==> config.mk <==
export PLATFORM = sky130hd
export DESIGN_NAME = cronometro_progressivo
export DESIGN_NICKNAME = d
export VERILOG_FILES = /design/src/rtl/cronometro_progressivo.sv
export SDC_FILE = /design/constraint.sdc
export NUM_CORES = 1
export LEC_CHECK = 0
export BUFFER_PORTS_ARGS = -buffer_cell sky130_fd_sc_hd__buf_2
export CAP_MARGIN = 20
export CELL_PAD_IN_SITES_DETAIL_PLACEMENT = 1
export CELL_PAD_IN_SITES_GLOBAL_PLACEMENT = 1
export CORE_MARGIN = 2
export CORE_UTILIZATION = 30
export DETAILED_ROUTE_END_ITERATION = 8
export GPL_TIMING_DRIVEN = 0
export PLACE_DENSITY = 0.67
export SLEW_MARGIN = 20
export SYNTH_ARGS = -nofsm -noshare
export SYNTH_HDL_FRONTEND = slang
export SYNTH_SLANG_ARGS = --single-unit
==> constraint.sdc <==
create_clock -name clock -period 3.23 [get_ports clock]
set_input_delay 0 -clock clock [delete_from_list [all_inputs] [get_ports clock]]
set_output_delay 0 -clock clock [all_outputs]
set_load 0.1 [all_outputs]
==> src/rtl/cronometro_progressivo.sv <==
// Cascaded BCD MM:SS up-counting stopwatch.
// Counts on a one-clock 1 Hz enable while running, with start/stop/clear control,
// a programmable BCD target and a configurable behaviour at MINUTE_MAX:59.
module cronometro_progressivo #(
   parameter int MINUTE_MAX  = 59,    // highest minute value, 1..99
   parameter bit HOLD_AT_MAX = 1'b1   // 1: saturate and stop, 0: wrap and keep running
) (
   input  logic       clock,
   input  logic       reset,
   input  logic       tick,
   input  logic       start,
   input  logic       stop,
   input  logic       clear,
   input  logic [7:0] alvo_min,
   input  logic [7:0] alvo_seg,
   output logic [7:0] minutos,
   output logic [7:0] segundos,
   output logic       rodando,
   output logic       alvo_atingido,
   output logic       estouro
);

   // BCD digits of the top minute value
   localparam logic [3:0] MAX_MT = 4'(MINUTE_MAX / 10);
   localparam logic [3:0] MAX_MU = 4'(MINUTE_MAX % 10);

   typedef enum logic [1:0] {
      S_IDLE  = 2'd0,
      S_RUN   = 2'd1,
      S_PAUSE = 2'd2,
      S_DONE  = 2'd3
   } state_t;

   state_t     state_q;
   logic [3:0] su_q, st_q, mu_q, mt_q;      // seconds units/tens, minute units/tens
   logic       rodando_q, alvo_q, estouro_q;

   // next-state digits for one counting step
   logic [3:0] su_d, st_d, mu_d, mt_d;
   logic       at_max;
   logic       tgt_ok;
   logic       tgt_hit;

   assign minutos       = {mt_q, mu_q};
   assign segundos      = {st_q, su_q};
   assign rodando       = rodando_q;
   assign alvo_atingido = alvo_q;
   assign estouro       = estouro_q;

   // Digit chain increment with carries, plus the MINUTE_MAX:59 override
   always_comb begin
      logic c_su, c_st, c_mu;
      c_su = (su_q == 4'd9);
      c_st = c_su && (st_q == 4'd5);
      c_mu = c_st && (mu_q == 4'd9);

      su_d = c_su ? 4'd0 : su_q + 4'd1;
      st_d = st_q;
      if (c_su) st_d = (st_q == 4'd5) ? 4'd0 : st_q + 4'd1;
      mu_d = mu_q;
      if (c_st) mu_d = (mu_q == 4'd9) ? 4'd0 : mu_q + 4'd1;
      mt_d = mt_q;
      if (c_mu) mt_d = (mt_q == 4'd9) ? 4'd0 : mt_q + 4'd1;

      at_max = (mt_q == MAX_MT) && (mu_q == MAX_MU) && (st_q == 4'd5) && (su_q == 4'd9);
      if (at_max) begin
         // saturation keeps the current (maximum) value, wrap goes to 00:00
         if (HOLD_AT_MAX) begin
            su_d = su_q;
            st_d = st_q;
            mu_d = mu_q;
            mt_d = mt_q;
         end else begin
            su_d = 4'd0;
            st_d = 4'd0;
            mu_d = 4'd0;
            mt_d = 4'd0;
         end
      end
   end

   // Target is usable only when all digits are valid BCD, within range and non-zero.
   // With valid digits the BCD byte compares correctly as an unsigned number.
   always_comb begin
      tgt_ok = (alvo_min[3:0] <= 4'd9) && (alvo_min[7:4] <= 4'd9) &&
               (alvo_seg[3:0] <= 4'd9) && (alvo_seg[7:4] <= 4'd5) &&
               (alvo_min <= {MAX_MT, MAX_MU}) &&
               ((alvo_min | alvo_seg) != 8'h00);
      // compared against the post-increment value, so only a landing step matches
      tgt_hit = tgt_ok && ({mt_d, mu_d, st_d, su_d} == {alvo_min, alvo_seg});
   end

   // Control FSM, count registers and registered flags
   always_ff @(posedge clock or posedge reset) begin
      if (reset) begin
         state_q   <= S_IDLE;
         su_q      <= 4'd0;
         st_q      <= 4'd0;
         mu_q      <= 4'd0;
         mt_q      <= 4'd0;
         rodando_q <= 1'b0;
         alvo_q    <= 1'b0;
         estouro_q <= 1'b0;
      end else begin
         // in wrap mode the overflow flag is a single-cycle pulse
         if (!HOLD_AT_MAX) estouro_q <= 1'b0;

         if (clear) begin
            state_q   <= S_IDLE;
            su_q      <= 4'd0;
            st_q      <= 4'd0;
            mu_q      <= 4'd0;
            mt_q      <= 4'd0;
            rodando_q <= 1'b0;
            alvo_q    <= 1'b0;
            estouro_q <= 1'b0;
         end else begin
            case (state_q)
               S_IDLE, S_PAUSE: begin
                  // stop outranks start; the tick on the start edge is not counted
                  if (!stop && start) begin
                     state_q   <= S_RUN;
                     rodando_q <= 1'b1;
                  end
               end
               S_RUN: begin
                  if (stop) begin
                     state_q   <= S_PAUSE;
                     rodando_q <= 1'b0;
                  end else if (tick) begin
                     if (tgt_hit) begin
                        // target wins even when the maximum is hit on the same tick
                        su_q      <= su_d;
                        st_q      <= st_d;
                        mu_q      <= mu_d;
                        mt_q      <= mt_d;
                        state_q   <= S_DONE;
                        rodando_q <= 1'b0;
                        alvo_q    <= 1'b1;
                     end else if (at_max && HOLD_AT_MAX) begin
                        state_q   <= S_DONE;
                        rodando_q <= 1'b0;
                        estouro_q <= 1'b1;
                     end else begin
                        su_q <= su_d;
                        st_q <= st_d;
                        mu_q <= mu_d;
                        mt_q <= mt_d;
                        if (at_max) estouro_q <= 1'b1;
                     end
                  end
               end
               default: begin
                  // DONE: held until clear or reset
               end
            endcase
         end
      end
   end

endmodule
# == Word-level counts from Yosys, hierarchy flattened ==
# Index checks and enable logic that the tools add are counted.
# word_totals
reg_bits,21
input_bits,22
out_inout_bits,19
wordCells,117
# classes
addsub,4
order_cmp,5
n_eq_ne,14
n_mux,60
n_bitwise,1
n_reduce_logical,25
# ops
operator,count
$mux 4,35
$mux 1,17
$add 4x1->4 const B,4
$eq 16x16->1,1
$eq 4x4->1 const B,3
$le 4x4->1 const B,3
$logic_and 1x1->1,12
$mux 2,6
$reduce_and 4->1,3
$eq 4x3->1 const B,2
$le 8x7->1 const B,1
$or 8x8->8,1
$reduce_bool 2->1,4
$reduce_bool 8->1,1
$ne 5x5->1 const B,1
$reduce_and 5->1,1
$le 4x3->1 const B,1
$ne 4x4->1 const B,1
$pmux 2 s2,1
$ne 3x2->1 const B,1
$ne 3x3->1 const B,1
$reduce_bool 3->1,1
$eq 2x1->1 const B,1
$eq 2x2->1 const B,1
other kinds (6),6

# == Logic depth before layout (Yosys ltp) ==
# depth
word_depth,12
ltp_mapped,12
mapped_depth_nobuf,10

# == Worst setup path after synthesis ==
# Ideal clock, no wire load.
# synth_path
path_type,register to register
start,reg st_q[0]
end,reg st_q[2]
setup_ns,0.087
arrival_ns,3.164
required_ns,3.143
slack_ns,-0.021
path_stages_with_launch,10
n_path_buf,0
period_less_slack_ns,3.251
path_cell_list,dfrtp_1 > ha_1 > nand3b_2 > nor4_4 > mux2i_1 > xnor2_1 > nor4_2 > and4b_4 > a211oi_2 > a211oi_2
# synth_between
elab_chain_cells,12
word_cells_on_any_way,24
classes_between,1 x add/sub; 3 x eq/ne; 14 x mux; 6 x reduce/logical
# synth_rtl
element,line_no,source
"start, declared",35,"logic [3:0] su_q, st_q, mu_q, mt_q;"
"start signal, assigned",134,st_q <= st_d;
"start signal, assigned",146,st_q <= st_d;
"parallel branches: the longest is 12 deep, another holds $add 4x1->4",-,
# Parallel ways; which one is timed is not known. The select of a mux whose other input is x is not followed.
# A chain may end at the register's enable or synchronous reset.

# == Final worst setup path ==
# layout_path
start,reg mu_q[0]
end,reg su_q[3]
# layout_between
elab_chain_cells,12
word_cells_on_any_way,23
classes_between,1 x add/sub; 3 x eq/ne; 13 x mux; 6 x reduce/logical
# layout_rtl
element,line_no,source
"start, declared",35,
"start signal, assigned",135,mu_q <= mu_d;
"start signal, assigned",147,mu_q <= mu_d;
"parallel branches: the longest is 12 deep, another holds $add 4x1->4",-,
"end signal, assigned",133,su_q <= su_d;
"end signal, assigned",145,su_q <= su_d;
"end, declared",35,
# Parallel ways; which one is timed is not known. The select of a mux whose other input is x is not followed.

==> metrics.txt <==
Max clock buf depth 2; Async SR Flop Fraction 100%; cts bufs inserted 3; Final Instance Area 2560 um2; worst skew pair latency 0.27 ns; Critical Path RT 3.36 ns; Vias/cell 5.71; vias in the first global route 2351; relative slew slack 42.0%; largest net degree at the start of global routing 22; arrival time worst endpoint 3.22 ns; WS Path Type reg2reg; Yosys top cell by area dfrtp_1; GRT Util Overall 20.3%; synthesized netlist cell count 258; CTS tree done; placed cell areas 2440 um2; clock transition at the registers of the reported paths 0.09 ns; post-synthesis sequential area ratio 24.8%; share of cells above drive strength 1 27.5%; Slew @ Worst Pin 0.870 ns; Antenna Nets Post-Route 0; final core utilization 37.7%; first-pass GRT wire length 12300 um; die height 88.0 um; IO buf count 40; Max Cap Viol 0; Routability Congestion 0.871; Total Wirelength 7490 um; gr ovfl total 0; Final period util 95.5%; status finished clean; worst vdd ir 0.000208 V; Die Wd 88.0 um; fin crit period 3.08 ns; # diodes 0; Fin. Hold Viols 0; Core Rows 30; Mapped Area 2120 um2; RSZ-0062 raised after global routing yes; Post-synth EDFFs 0; CP Capture Type register; nets@finish 337; Ys Warns 0; max-slew violations 0; Reg area 529 um2; Final Hold Slack 0.00392 ns; top-area cell type share of the netlist area 24.8%; Pwr Density 216 nW/um2; LEAKAGE 1.07 nW; max frequency 0.324 GHz; DR iter-0 viols 61; fill count 847; Die ar. 7740 um2; crit start category register; CTS sink cnt 21; dpl ws -0.0467 ns; CTS root buf clkbuf_8; Area contributors post-synth dfrtp_1 (25%), nor2_1 (5.3%), a21oi_1 (4.7%); initial core utilization 31.2%; Worst Hold Class in2reg; # IOs 41; Most used DFF post-synth dfrtp_1; Remaining DRCs 0; Synth-to-Final Area Change 21.1%; core area 6790 um2; via count 2294; synthesized area per cell 8.21 um2; FF+latch count, synth 21; Initial DRT Pass Iterations 6; dpl hpwl 5760 um; initial antenna violation count 0; Netlist cell types 63; Syn Nets 288; final worst setup slack 0.146 ns; Wirelength per Cell 18.6 um; CP max FO 9; footprint of the multi-input gates 1510 um2; final setup fails 0; Layout Skew 0.00336 ns; H-Tree Depth 1
[synthesized netlist by cell type, types with 5 or more instances]
master	n
nor2_1	30
inv_1	12
nor3_1	13
o21a_1	5
nand2_1	15
ha_1	8
xnor2_1	8
nor4_1	11
nand3_1	8
dfrtp_1	21
a211oi_1	6
nand4_1	7
a31oi_1	7
clkbuf_1	5
a21oi_1	20
[path summary, 6_finish.rpt]
path,startpoint,to,slack (ns),cells past startpoint
worst max-delay path,mu_q[0],su_q[3],0.15,10
worst min-delay path,clear,state_q[1],0.004,3
min in group asynchronous,reset,alvo_atingido,0.45,3
worst max register to register,mu_q[0],su_q[3],0.15,10
worst min register to register,estouro,estouro,0.52,2
max in group asynchronous,reset,st_q[1],2.19,3
[critical path: stages (launching register included)]
cell	delay, ns
dfrtp_1	0.52
ha_2	0.32
nand3b_4	0.19
nor4_4	0.30
buf_4	0.19
mux2i_1	0.31
xnor2_1	0.14
nor4_2	0.33
nand4b_1	0.27
a211oi_1	0.30
nor3_1	0.07
[power by group]
part / total [mW] / switching, mW / internal (mW)
Sequential: 0.271 / 0.00524 / 0.266
Clock: 0.184 / 0.0976 / 0.0863
Combinational: 0.0996 / 0.0660 / 0.0336
Total: 0.554 / 0.169 / 0.385
[layer usage]
layer	part of all wire, %	vias to the layer above	global-route usage, %
met5	0	-	0
li1	-	1081	-
met4	2.0	0	5.73
met1	48	1153	27.7
met3	3.3	11	2.45
met2	47	49	33.6
[layout by cell type, fill, tap and decap left out, drive strengths merged, types with 3 or more instances in the layout]
| cell type | count |
|---|---|
| nand2 | 15 |
| and3 | 5 |
| a311oi | 4 |
| dfrtp | 21 |
| a31oi | 8 |
| and3b | 5 |
| mux2i | 3 |
| clkbuf | 8 |
| buf | 51 |
| nand3 | 8 |
| o21a | 5 |
| nand4 | 7 |
| nand3b | 6 |
| o21ai | 4 |
| xnor2 | 8 |
| nor4 | 14 |
| ha | 8 |
| a21oi | 21 |
| nor3b | 3 |
| a211oi | 8 |
| nor3 | 13 |
| o211ai | 4 |
| nor2 | 30 |
| inv | 12 |
| xor2 | 3 |
[cell families (layout without fill, tap and decap cells)]
kind of cell               count (synthesis)  after routing  synth area share, %
AOI/OAI and AO/OA                         69             69                 23.9
xor gates and xnor gates                  11             11                 4.55
adders and majority gates                  8              8                 4.73
buffers and inverters                     25             73                 5.91
DFF                                       21             21                 24.8
muxes                                      3              3                 1.42
and+or+nand+nor                          121            121                 34.6
[sequential cells by signal, summed over array words and instances, names as in the netlist]
| name | flops |
|---|---|
| state_q | 2 |
| alvo_atingido | 1 |
| su_q | 4 |
| st_q | 4 |
| mt_q | 4 |
| estouro | 1 |
| mu_q | 4 |
| rodando | 1 |
[area by class of cell]
| class | count | share of cell area [%] |
|---|---|---|
| multi-input cells | 212 | 58.9 |
| flip-flops and latches | 21 | 20.6 |
| repair buffers | 44 | 9.08 |
| well taps | 96 | 4.69 |
| plain buffers | 13 | 3.12 |
| inverters | 12 | 1.76 |
| clock buffers | 3 | 1.61 |
| clock inverters | 1 | 0.195 |
[per-stage QoR]
step	power, mW	TNS (ns)	cells
6_report	0.554	0	402
5_1_grt	0.580	-0.000708	402
2_1_floorplan	0.335	0	258
4_1_cts	0.560	0	399
3_5_place_dp	0.373	-0.0620	394
3_3_place_gp	0.372	0	394
[timing repair]
item	CTS	global route
setup endpoints to repair	3	5
hold buffers	1	0
setup buffers	0	3
pin swaps	0	4
resized for setup	1	8
endpoints found under the hold margin	21	0
(Power assumes the default switching activity.)
